**config.mk**
```make
export PLATFORM = sky130hd
export DESIGN_NAME = mux_2_1_rr_arb
export DESIGN_NICKNAME = d
export VERILOG_FILES = /design/src/rtl/mux_2_1_rr_arb.sv
export SDC_FILE = /design/constraint.sdc
export NUM_CORES = 1
export LEC_CHECK = 0
export BUFFER_PORTS_ARGS = -buffer_cell sky130_fd_sc_hd__buf_2
export CAP_MARGIN = 30
export CORE_MARGIN = 10
export CORE_UTILIZATION = 45
export CTS_BUF_LIST = sky130_fd_sc_hd__clkbuf_4 sky130_fd_sc_hd__clkbuf_8
export CTS_CLUSTER_SIZE = 24
export DETAILED_ROUTE_END_ITERATION = 8
export GPL_ROUTABILITY_DRIVEN = 0
export GPL_TIMING_DRIVEN = 1
export HOLD_SLACK_MARGIN = 0.15
export PLACE_DENSITY = 0.87
export SYNTH_ARGS = -nofsm -noshare
export SYNTH_HDL_FRONTEND = slang
export SYNTH_SLANG_ARGS = --single-unit
```
**constraint.sdc**
```tcl
create_clock -name clk -period 1.6 [get_ports clk]
set_input_delay 0 -clock clk [delete_from_list [all_inputs] [get_ports clk]]
set_output_delay 0 -clock clk [all_outputs]
set_load 0.01 [all_outputs]
```
**src/rtl/mux_2_1_rr_arb.sv**
```systemverilog
// Two-input round-robin arbiter feeding a registered 2:1 mux output stage.
// Per-source saturating transfer counters track accepted words for debug.
module mux_2_1_rr_arb #(
    parameter int WIDTH = 8,
    parameter int CNT_W = 8
) (
    input  logic             clk,
    input  logic             rst,
    input  logic [1:0]       in_valid,
    input  logic [WIDTH-1:0] in_data0,
    input  logic [WIDTH-1:0] in_data1,
    output logic [1:0]       in_ready,
    output logic             out_valid,
    output logic [WIDTH-1:0] out_data,
    output logic             out_sel,
    input  logic             out_ready,
    output logic [CNT_W-1:0] cnt0,
    output logic [CNT_W-1:0] cnt1
);

    localparam logic [CNT_W-1:0] CNT_MAX = {CNT_W{1'b1}};
    localparam logic [CNT_W-1:0] CNT_ONE = {{(CNT_W-1){1'b0}}, 1'b1};

    logic             out_valid_q, out_valid_d;
    logic [WIDTH-1:0] out_data_q,  out_data_d;
    logic             out_sel_q,   out_sel_d;
    logic             last_q,      last_d;
    logic [CNT_W-1:0] cnt0_q,      cnt0_d;
    logic [CNT_W-1:0] cnt1_q,      cnt1_d;

    logic       load_s;
    logic [1:0] grant_s;
    logic [1:0] in_ready_s;
    logic       accept_s;
    logic       acc_idx_s;

    // Grant selection: a lone requester always wins; contention goes to !last.
    always_comb begin
        grant_s = 2'b00;
        case (in_valid)
            2'b01:   grant_s = 2'b01;
            2'b10:   grant_s = 2'b10;
            2'b11:   grant_s = last_q ? 2'b01 : 2'b10;
            default: grant_s = 2'b00;
        endcase
    end

    // Handshake: ready only while the output register can take a word.
    always_comb begin
        load_s     = !out_valid_q || out_ready;
        in_ready_s = 2'b00;
        if (rst) begin
            in_ready_s = 2'b00;
        end else if (load_s) begin
            in_ready_s = grant_s;
        end else begin
            in_ready_s = 2'b00;
        end
        accept_s  = |(in_valid & in_ready_s);
        acc_idx_s = in_ready_s[1];
    end

    // Next-state for the output stage, priority pointer and counters.
    always_comb begin
        out_valid_d = out_valid_q;
        out_data_d  = out_data_q;
        out_sel_d   = out_sel_q;
        last_d      = last_q;
        cnt0_d      = cnt0_q;
        cnt1_d      = cnt1_q;
        if (accept_s) begin
            out_valid_d = 1'b1;
            out_data_d  = acc_idx_s ? in_data1 : in_data0;
            out_sel_d   = acc_idx_s;
            last_d      = acc_idx_s;
            if (!acc_idx_s && (cnt0_q != CNT_MAX)) begin
                cnt0_d = cnt0_q + CNT_ONE;
            end else if (acc_idx_s && (cnt1_q != CNT_MAX)) begin
                cnt1_d = cnt1_q + CNT_ONE;
            end else begin
                cnt0_d = cnt0_q;
                cnt1_d = cnt1_q;
            end
        end else if (load_s) begin
            out_valid_d = 1'b0;
        end else begin
            out_valid_d = out_valid_q;
        end
    end

    // State register; last resets to 1 so source 0 wins the first contention.
    always_ff @(posedge clk) begin
        if (rst) begin
            out_valid_q <= 1'b0;
            out_data_q  <= {WIDTH{1'b0}};
            out_sel_q   <= 1'b0;
            last_q      <= 1'b1;
            cnt0_q      <= {CNT_W{1'b0}};
            cnt1_q      <= {CNT_W{1'b0}};
        end else begin
            out_valid_q <= out_valid_d;
            out_data_q  <= out_data_d;
            out_sel_q   <= out_sel_d;
            last_q      <= last_d;
            cnt0_q      <= cnt0_d;
            cnt1_q      <= cnt1_d;
        end
    end

    assign in_ready  = in_ready_s;
    assign out_valid = out_valid_q;
    assign out_data  = out_data_q;
    assign out_sel   = out_sel_q;
    assign cnt0      = cnt0_q;
    assign cnt1      = cnt1_q;

endmodule

```
==> results of run 1 <==
state kept, by name, indices dropped and copies added (netlist names):
register	cells
out_valid	1
cnt1	8
out_data	8
cnt0	8
out_sel	1
last_q	1
kinds of logic (layout without fill, tap and decap cells):
group | Yosys count | in the layout
AOI/OAI and AO/OA | 40 | 40
DFF | 27 | 27
adders and majority gates | 2 | 2
and+or+nand+nor | 61 | 61
buffers and inverters | 12 | 98
muxes | 3 | 3
Yosys cell counts:
library cell  count  share of area
nand4b_1          1         0.0070
nand4_1           1         0.0050
mux2_2            2          0.018
clkinv_2          1         0.0040
and4_1            2          0.014
nor3_1            2         0.0080
or2_2             1         0.0050
o311ai_0          4          0.028
o41ai_1           2          0.014
or4_1             2          0.012
buf_4             1         0.0060
dfxtp_1          27           0.43
o21ai_0           3          0.012
nand4_2           1          0.010
nand2_1          20          0.060
clkbuf_1          3         0.0090
nand3b_1          1         0.0060
a22oi_1           3          0.018
nand3_1           7          0.028
or3_1             3          0.015
and3_1            2          0.010
nand3_2           1         0.0080
mux2i_1           1         0.0080
a21oi_1          13          0.052
nand2b_1          2          0.010
o31ai_1           4          0.024
nor2b_1           2          0.010
buf_2             4          0.016
nor3b_1           1         0.0060
a211oi_1          1         0.0060
inv_1             3         0.0090
and4b_1           1         0.0080
nor2_1            9          0.027
a21boi_0          1         0.0060
ha_1              2          0.020
a41oi_1           1         0.0070
nor4_1            2          0.010
a31o_2            1         0.0070
a311oi_1          7          0.049
layout make-up:
cell class | instances | area share
well taps | 31 | 0.0198
clock buffers | 3 | 0.0115
repair buffers | 90 | 0.332
flip-flops and latches | 27 | 0.278
inverters | 4 | 0.0141
multi-input cells | 106 | 0.341
clock inverters | 1 | 0.00256
tightest hold or removal path: cells and delay by family (launching register included):
family,cells,cell delay [ns]
flip-flops,1,0.34
AND/OR/NAND/NOR,1,0.06
AO/OA/AOI/OAI,1,0.06
cell usage in the layout, fill, tap and decap left out, types with 2 or more instances in the layout:
cell type,instances
buf_2,48
and4_1,2
nor3_1,2
buf_12,2
clkbuf_4,3
nor2_1,9
a21oi_1,13
dlygate4sd3_1,21
a311oi_1,7
nand2_1,20
a22oi_1,3
or3_1,3
buf_4,18
o41ai_1,2
dfxtp_1,24
dfxtp_2,3
and3_1,2
nor2b_1,2
nand3_1,7
o31ai_1,4
o21ai_0,3
clkinvlp_4,2
nor4_1,2
mux2_2,2
o311ai_0,4
or4_1,2
ha_1,2
worst paths after layout:
check | from | end | depth (start not counted)
setup / recovery | cnt1[0]$_SDFFE_PP0P_ | cnt1[3]$_SDFFE_PP0P_ | 6
hold / removal | out_data[6]$_SDFFE_PP0P_ | out_data[6]$_SDFFE_PP0P_ | 2
setup reg to reg | cnt1[0]$_SDFFE_PP0P_ | cnt1[3]$_SDFFE_PP0P_ | 6
hold reg to reg | out_data[6]$_SDFFE_PP0P_ | out_data[6]$_SDFFE_PP0P_ | 2
stage by stage:
step                      setup slack [ns]  std cells
after global routing               -0.0215        262
after CTS                           0.0102        257
after detailed placement            0.0406        232
after global placement               0.113        232
final                              0.00547        262
after floorplan                     0.0502        145
timing repair:
action	CTS	global route
endpoints found under the setup margin	0	12
resized for setup	0	8
hold endpoints to repair	24	0
hold buffers	21	0
buffers inserted	0	4
power by group through the flow:
stage	combinational [mW]	sequential [mW]	clock (mW)
2_1_floorplan	0.0750	0.740	0
3_3_place_gp	0.173	0.727	0
3_5_place_dp	0.178	0.728	0
4_1_cts	0.217	0.714	0.306
5_1_grt	0.265	0.719	0.330
6_report	0.245	0.717	0.306
metal layers:
layer,share of wire,routed length (um)
met1,0.39,1760
met2,0.50,2250
met3,0.085,380
met4,0.018,80
met5,0,0
==> results.sh, run 1 <==
export IMPL_finalCritPeriodShare=0.997
export IMPL_synthSimpleGateAreaFrac=0.258
export IMPL_cts_root_buf="clkbuf_4"
export IMPL_grt_met2_usage=0.269
export IMPL_drive_gt1_frac=0.372
export IMPL_post_dp_hpwl_um=2880
export IMPL_synth_nets=168
export IMPL_outcome="finished clean"
export IMPL_p_sw_uw=346
export IMPL_cp_start_kind="flip-flop"
export IMPL_syn2layout_area_growth_pct=55.8
export IMPL_coreArea_um2=2710
export IMPL_port_buffers=48
export IMPL_grt_pass1_vias=1491
export IMPL_p_per_area_nw_per_um2=648
export IMPL_seqPwrFrac=0.565
export IMPL_fp_dieW_um=72.8
export IMPL_netlist_area_um2=1260
export IMPL_globalRouteMet1Util=0.180
export IMPL_vias=1529
export IMPL_first_iter_violations=150
export IMPL_multi_input_area_um2=668
export IMPL_setup_viol=0
export IMPL_hp_class="flip-flop to flip-flop"
export IMPL_max_clock_freq_ghz=0.627
export IMPL_synth_cells=145
export IMPL_synth_cell_types=39
export IMPL_p_int_uw=922
export IMPL_postLayoutCellArea_um2=1960
export IMPL_crit_path_end_kind="flip-flop"
export IMPL_p_leak_nw=0.864
export IMPL_wl_per_cell_um=17.1
export IMPL_seq_area_um2=544
export IMPL_max_stage_delay_ns=0.49
export IMPL_totalWireLength_um=4470
export IMPL_cts_tree="yes"
export IMPL_finalPower_mw=1.27
export IMPL_boundaryPins=49
export IMPL_drtAntennaViolNets=0
export IMPL_nFillCells=204
export IMPL_clockBufferDepth=2
export IMPL_postPlaceCellArea_um2=1640
export IMPL_grt_max_degree=30
export IMPL_grt_ovfl_total=0
export IMPL_crit_chain="ha_1 -> nand3_2 -> nor3_1 -> buf_4 -> or4_1 -> a21oi_1"
export IMPL_cp_num_buf_inv=1
export IMPL_slowest_stage="or4_1"
export IMPL_synth_xor_area_frac=0
export IMPL_worstPathRequired_ns=1.87
export IMPL_clk_pin_slew_ns=0.15
export IMPL_skew_ns=0.000989
export IMPL_row_count=19
export IMPL_cp_top_family="simple AND/OR/NAND/NOR gates"
export IMPL_nNetsFinal=255
export IMPL_busiest_layer="met2"
export IMPL_die_area_um2=5300
export IMPL_crit_type="flip-flop to flip-flop"
export IMPL_clock_sinks=27
export IMPL_via_per_inst=5.84
export IMPL_max_cap_violations=0
export IMPL_synth_area_per_cell_um2=8.66
export IMPL_grt_antenna_before_repair=0
export IMPL_whs_ns=0.478
export IMPL_post_route_min_period_ns=1.59
export IMPL_start_util=0.464
export IMPL_hold_viol_final=0
export IMPL_yosys_area_share_adder=0.0199
export IMPL_comb_power_share=0.193
export IMPL_diodes=0
export IMPL_synth_compound_area_frac=0.222
export IMPL_synthMuxAreaShare=0.0259
export IMPL_final_core_util=0.722
export IMPL_worstMarginPinSlew_ns=0.330
export IMPL_finalSetupTns_ns=0
export IMPL_yosys_warnings=0
export IMPL_irDropWorstVdd_mv=0.673
export IMPL_drc_errors=0
export IMPL_insertion_delay_ns=0.33
export IMPL_cp_max_fo=7
export IMPL_rrSetupSlack_ns=0.005
export IMPL_cts_max_level=1
export IMPL_clock_power_share=0.242
export IMPL_die_height_um=72.8
export IMPL_grt_pass1_wl_um=7040
export IMPL_relSlewSlack=0.777
export IMPL_use_met3=0.0653
export IMPL_grt_total_usage=0.160
export IMPL_slew_viol_final=0
export IMPL_drtPass1Iterations=4
export IMPL_ys_seq_elements=27
export IMPL_synth_top_family_by_area="simple AND/OR/NAND/NOR gates"
export IMPL_yosysSeqAreaShare=0.430
export IMPL_numCtsBuffers=3
export IMPL_critPathArrivalTime_ns=1.87
export IMPL_p_sw_frac=0.273
(Power assumes the default switching activity.)
==> run 2: changes to the inputs <==
ABC_AREA = 1   (was default)
CORE_UTILIZATION = 47   (was 45)
==> results.sh, run 2 <==
export IMPL_outcome="finished clean"
export IMPL_synthMostInstantiatedCell="nand2_1"
export IMPL_die_area_um2=5900
export IMPL_whs_ns=0.174
export IMPL_grt_pass1_wl_um=7250
export IMPL_rsz0062_at_grt="false"
export IMPL_crit_type="flip-flop to flip-flop"
export IMPL_irDropWorstVdd_mv=0.367
export IMPL_wl_per_cell_um=12.5
export IMPL_grt_max_degree=21
export IMPL_synth_ff_type="dfxtp_1"
export IMPL_final_common_cell="nand2_1"
export IMPL_max_clock_freq_ghz=0.692
export IMPL_ys_seq_elements=27
export IMPL_insertion_delay_ns=0.34
export IMPL_synth_top_area_cell="dfxtp_1"
export IMPL_layout_common_cells="nand2_1 (72), buf_2 (48), inv_1 (26), dfxtp_1 (26), nor2_1 (22)"
export IMPL_postSynth_asyncResetShare=0
export IMPL_ys_top_cells_by_count="nand2_1 (72), dfxtp_1 (27), inv_1 (26)"
export IMPL_yosys_warnings=0
export IMPL_first_iter_violations=141
export IMPL_synth_nets=247
export IMPL_hold_viol_final=0
export IMPL_critPathArrivalTime_ns=1.67
export IMPL_synth_cell_types=28
export IMPL_clock_sinks=27
export IMPL_max_cap_violations=0
export IMPL_cts_root_buf="clkbuf_4"
export IMPL_drtAntennaViolNets=0
export IMPL_via_per_inst=4.93
export IMPL_totalWireLength_um=4220
export IMPL_coreArea_um2=3080
export IMPL_worstMarginPinSlew_ns=0.401
export IMPL_start_util=0.493
export IMPL_numCtsBuffers=3
export IMPL_route_met2_wl_um=2000
export IMPL_hp_class="primary input to flip-flop"
export IMPL_instances_no_fill=336
export IMPL_synth_cells=224
export IMPL_slew_viol_final=0
export IMPL_relSlewSlack=0.732
export IMPL_drtPass1Iterations=4
export IMPL_clockBufferDepth=2
export IMPL_clk_pin_slew_ns=0.17
export IMPL_vias=1658
export IMPL_skew_ns=0.0194
export IMPL_crit_path_end_kind="flip-flop"
export IMPL_grt_pass1_vias=1584
export IMPL_grt_antenna_before_repair=0
export IMPL_port_buffers=48
export IMPL_grt_ovfl_total=0
export IMPL_netlist_area_um2=1520
export IMPL_post_route_min_period_ns=1.44
export IMPL_wl_met3_um=390
export IMPL_die_height_um=76.8
export IMPL_dpl_cell_count=313
export IMPL_nNetsFinal=316
export IMPL_worstPathRequired_ns=1.83
export IMPL_finalCritPeriodShare=0.903
export IMPL_p_per_area_nw_per_um2=640
export IMPL_grt_total_usage=0.144
export IMPL_setup_viol=0
export IMPL_p_leak_nw=0.977
export IMPL_cts_max_level=1
export IMPL_syn2layout_area_growth_pct=32.8
export IMPL_post_dp_hpwl_um=2840
export IMPL_boundaryPins=49
export IMPL_synth_area_per_cell_um2=6.77
export IMPL_drive_gt1_frac=0.250
export IMPL_cts_tree="yes"
export IMPL_routed_top_layer="met4"
export IMPL_row_count=20
export IMPL_yosysSeqAreaShare=0.356
export IMPL_rrSetupSlack_ns=0.16
export IMPL_finalSetupTns_ns=0
export IMPL_synth_top_area_share=0.356
export IMPL_met1Wirelength_um=1760
export IMPL_drc_errors=0
export IMPL_fp_dieW_um=76.8
export IMPL_diodes=0
export IMPL_cp_max_fo=8
export IMPL_ys_top_cells_by_area="dfxtp_1 (36%), nand2_1 (18%), inv_1 (6.4%)"
export IMPL_synth_edf_count=0
export IMPL_cp_start_kind="flip-flop"
[run 2: stage by stage]
stage,cell area [um2],util,total power [mW],worst slack (ns)
floorplan,1520,-,0.870,0.260
global placement,1790,0.581,0.939,0.197
detailed placement,1790,0.581,0.943,0.143
CTS,2010,0.653,1.29,0.108
global route,2010,0.654,1.35,0.000757
finish,2010,0.654,1.29,0.156
[run 2: timing repair]
item,4_1_cts,5_1_grt
gates resized for setup,0,2
hold endpoints to repair,27,0
endpoints found under the setup margin,0,6
hold buffers,19,0
setup buffers,0,0
[run 2: cells by family after synthesis]
logic type | share of synthesized area
AOI/OAI and AO/OA | 0.105
xor gates and xnor gates | 0.0231
adders and majority gates | 0.0165
buffers and inverters | 0.0982
DFF | 0.356
and+or+nand+nor | 0.401
[run 2: worst paths after layout]
kind | from | to | depth (start not counted)
setup / recovery | cnt0[0]$_SDFFE_PP0P_ | cnt0[7]$_SDFFE_PP0P_ | 8
hold / removal | in_valid[1] | cnt0[2]$_SDFFE_PP0P_ | 6
setup reg to reg | cnt0[0]$_SDFFE_PP0P_ | cnt0[7]$_SDFFE_PP0P_ | 8
hold reg to reg | out_sel$_SDFFE_PP0P_ | out_sel$_SDFFE_PP0P_ | 2
[run 2: cell type report]
type                    count  area (um2)
fillers                   236        1060
well taps                  44        55.1
flip-flops and latches     27         542
repair buffers             69         445
multi-input cells         163         830
clock inverters             1        7.51
inverters                  29         111
clock buffers               3        22.5
[run 2: worst max-delay path, stage by stage, from the launching register on]
cell and delay, ns:
dfxtp_1 0.43, ha_1 0.27, nand2_1 0.07, nor2_1 0.11, nand2_2 0.13, nand2_4 0.13, inv_2 0.06, nand2_1 0.06
a21oi_1 0.06
[run 2: report_power, final]
group	total [mW]	internal [mW]	leakage [nW]	switching, mW
Sequential	0.716	0.699	0.220	0.0171
Combinational	0.257	0.113	0.743	0.144
Clock	0.315	0.0959	0.0139	0.219
Total	1.29	0.907	0.977	0.380
[run 2: layer usage]
metal  GRT usage  vias to the layer above
met1       0.161                      747
li1            -                      838
met2       0.241                       63
met4      0.0520                        0
met5           0                        -
met3      0.0548                       10
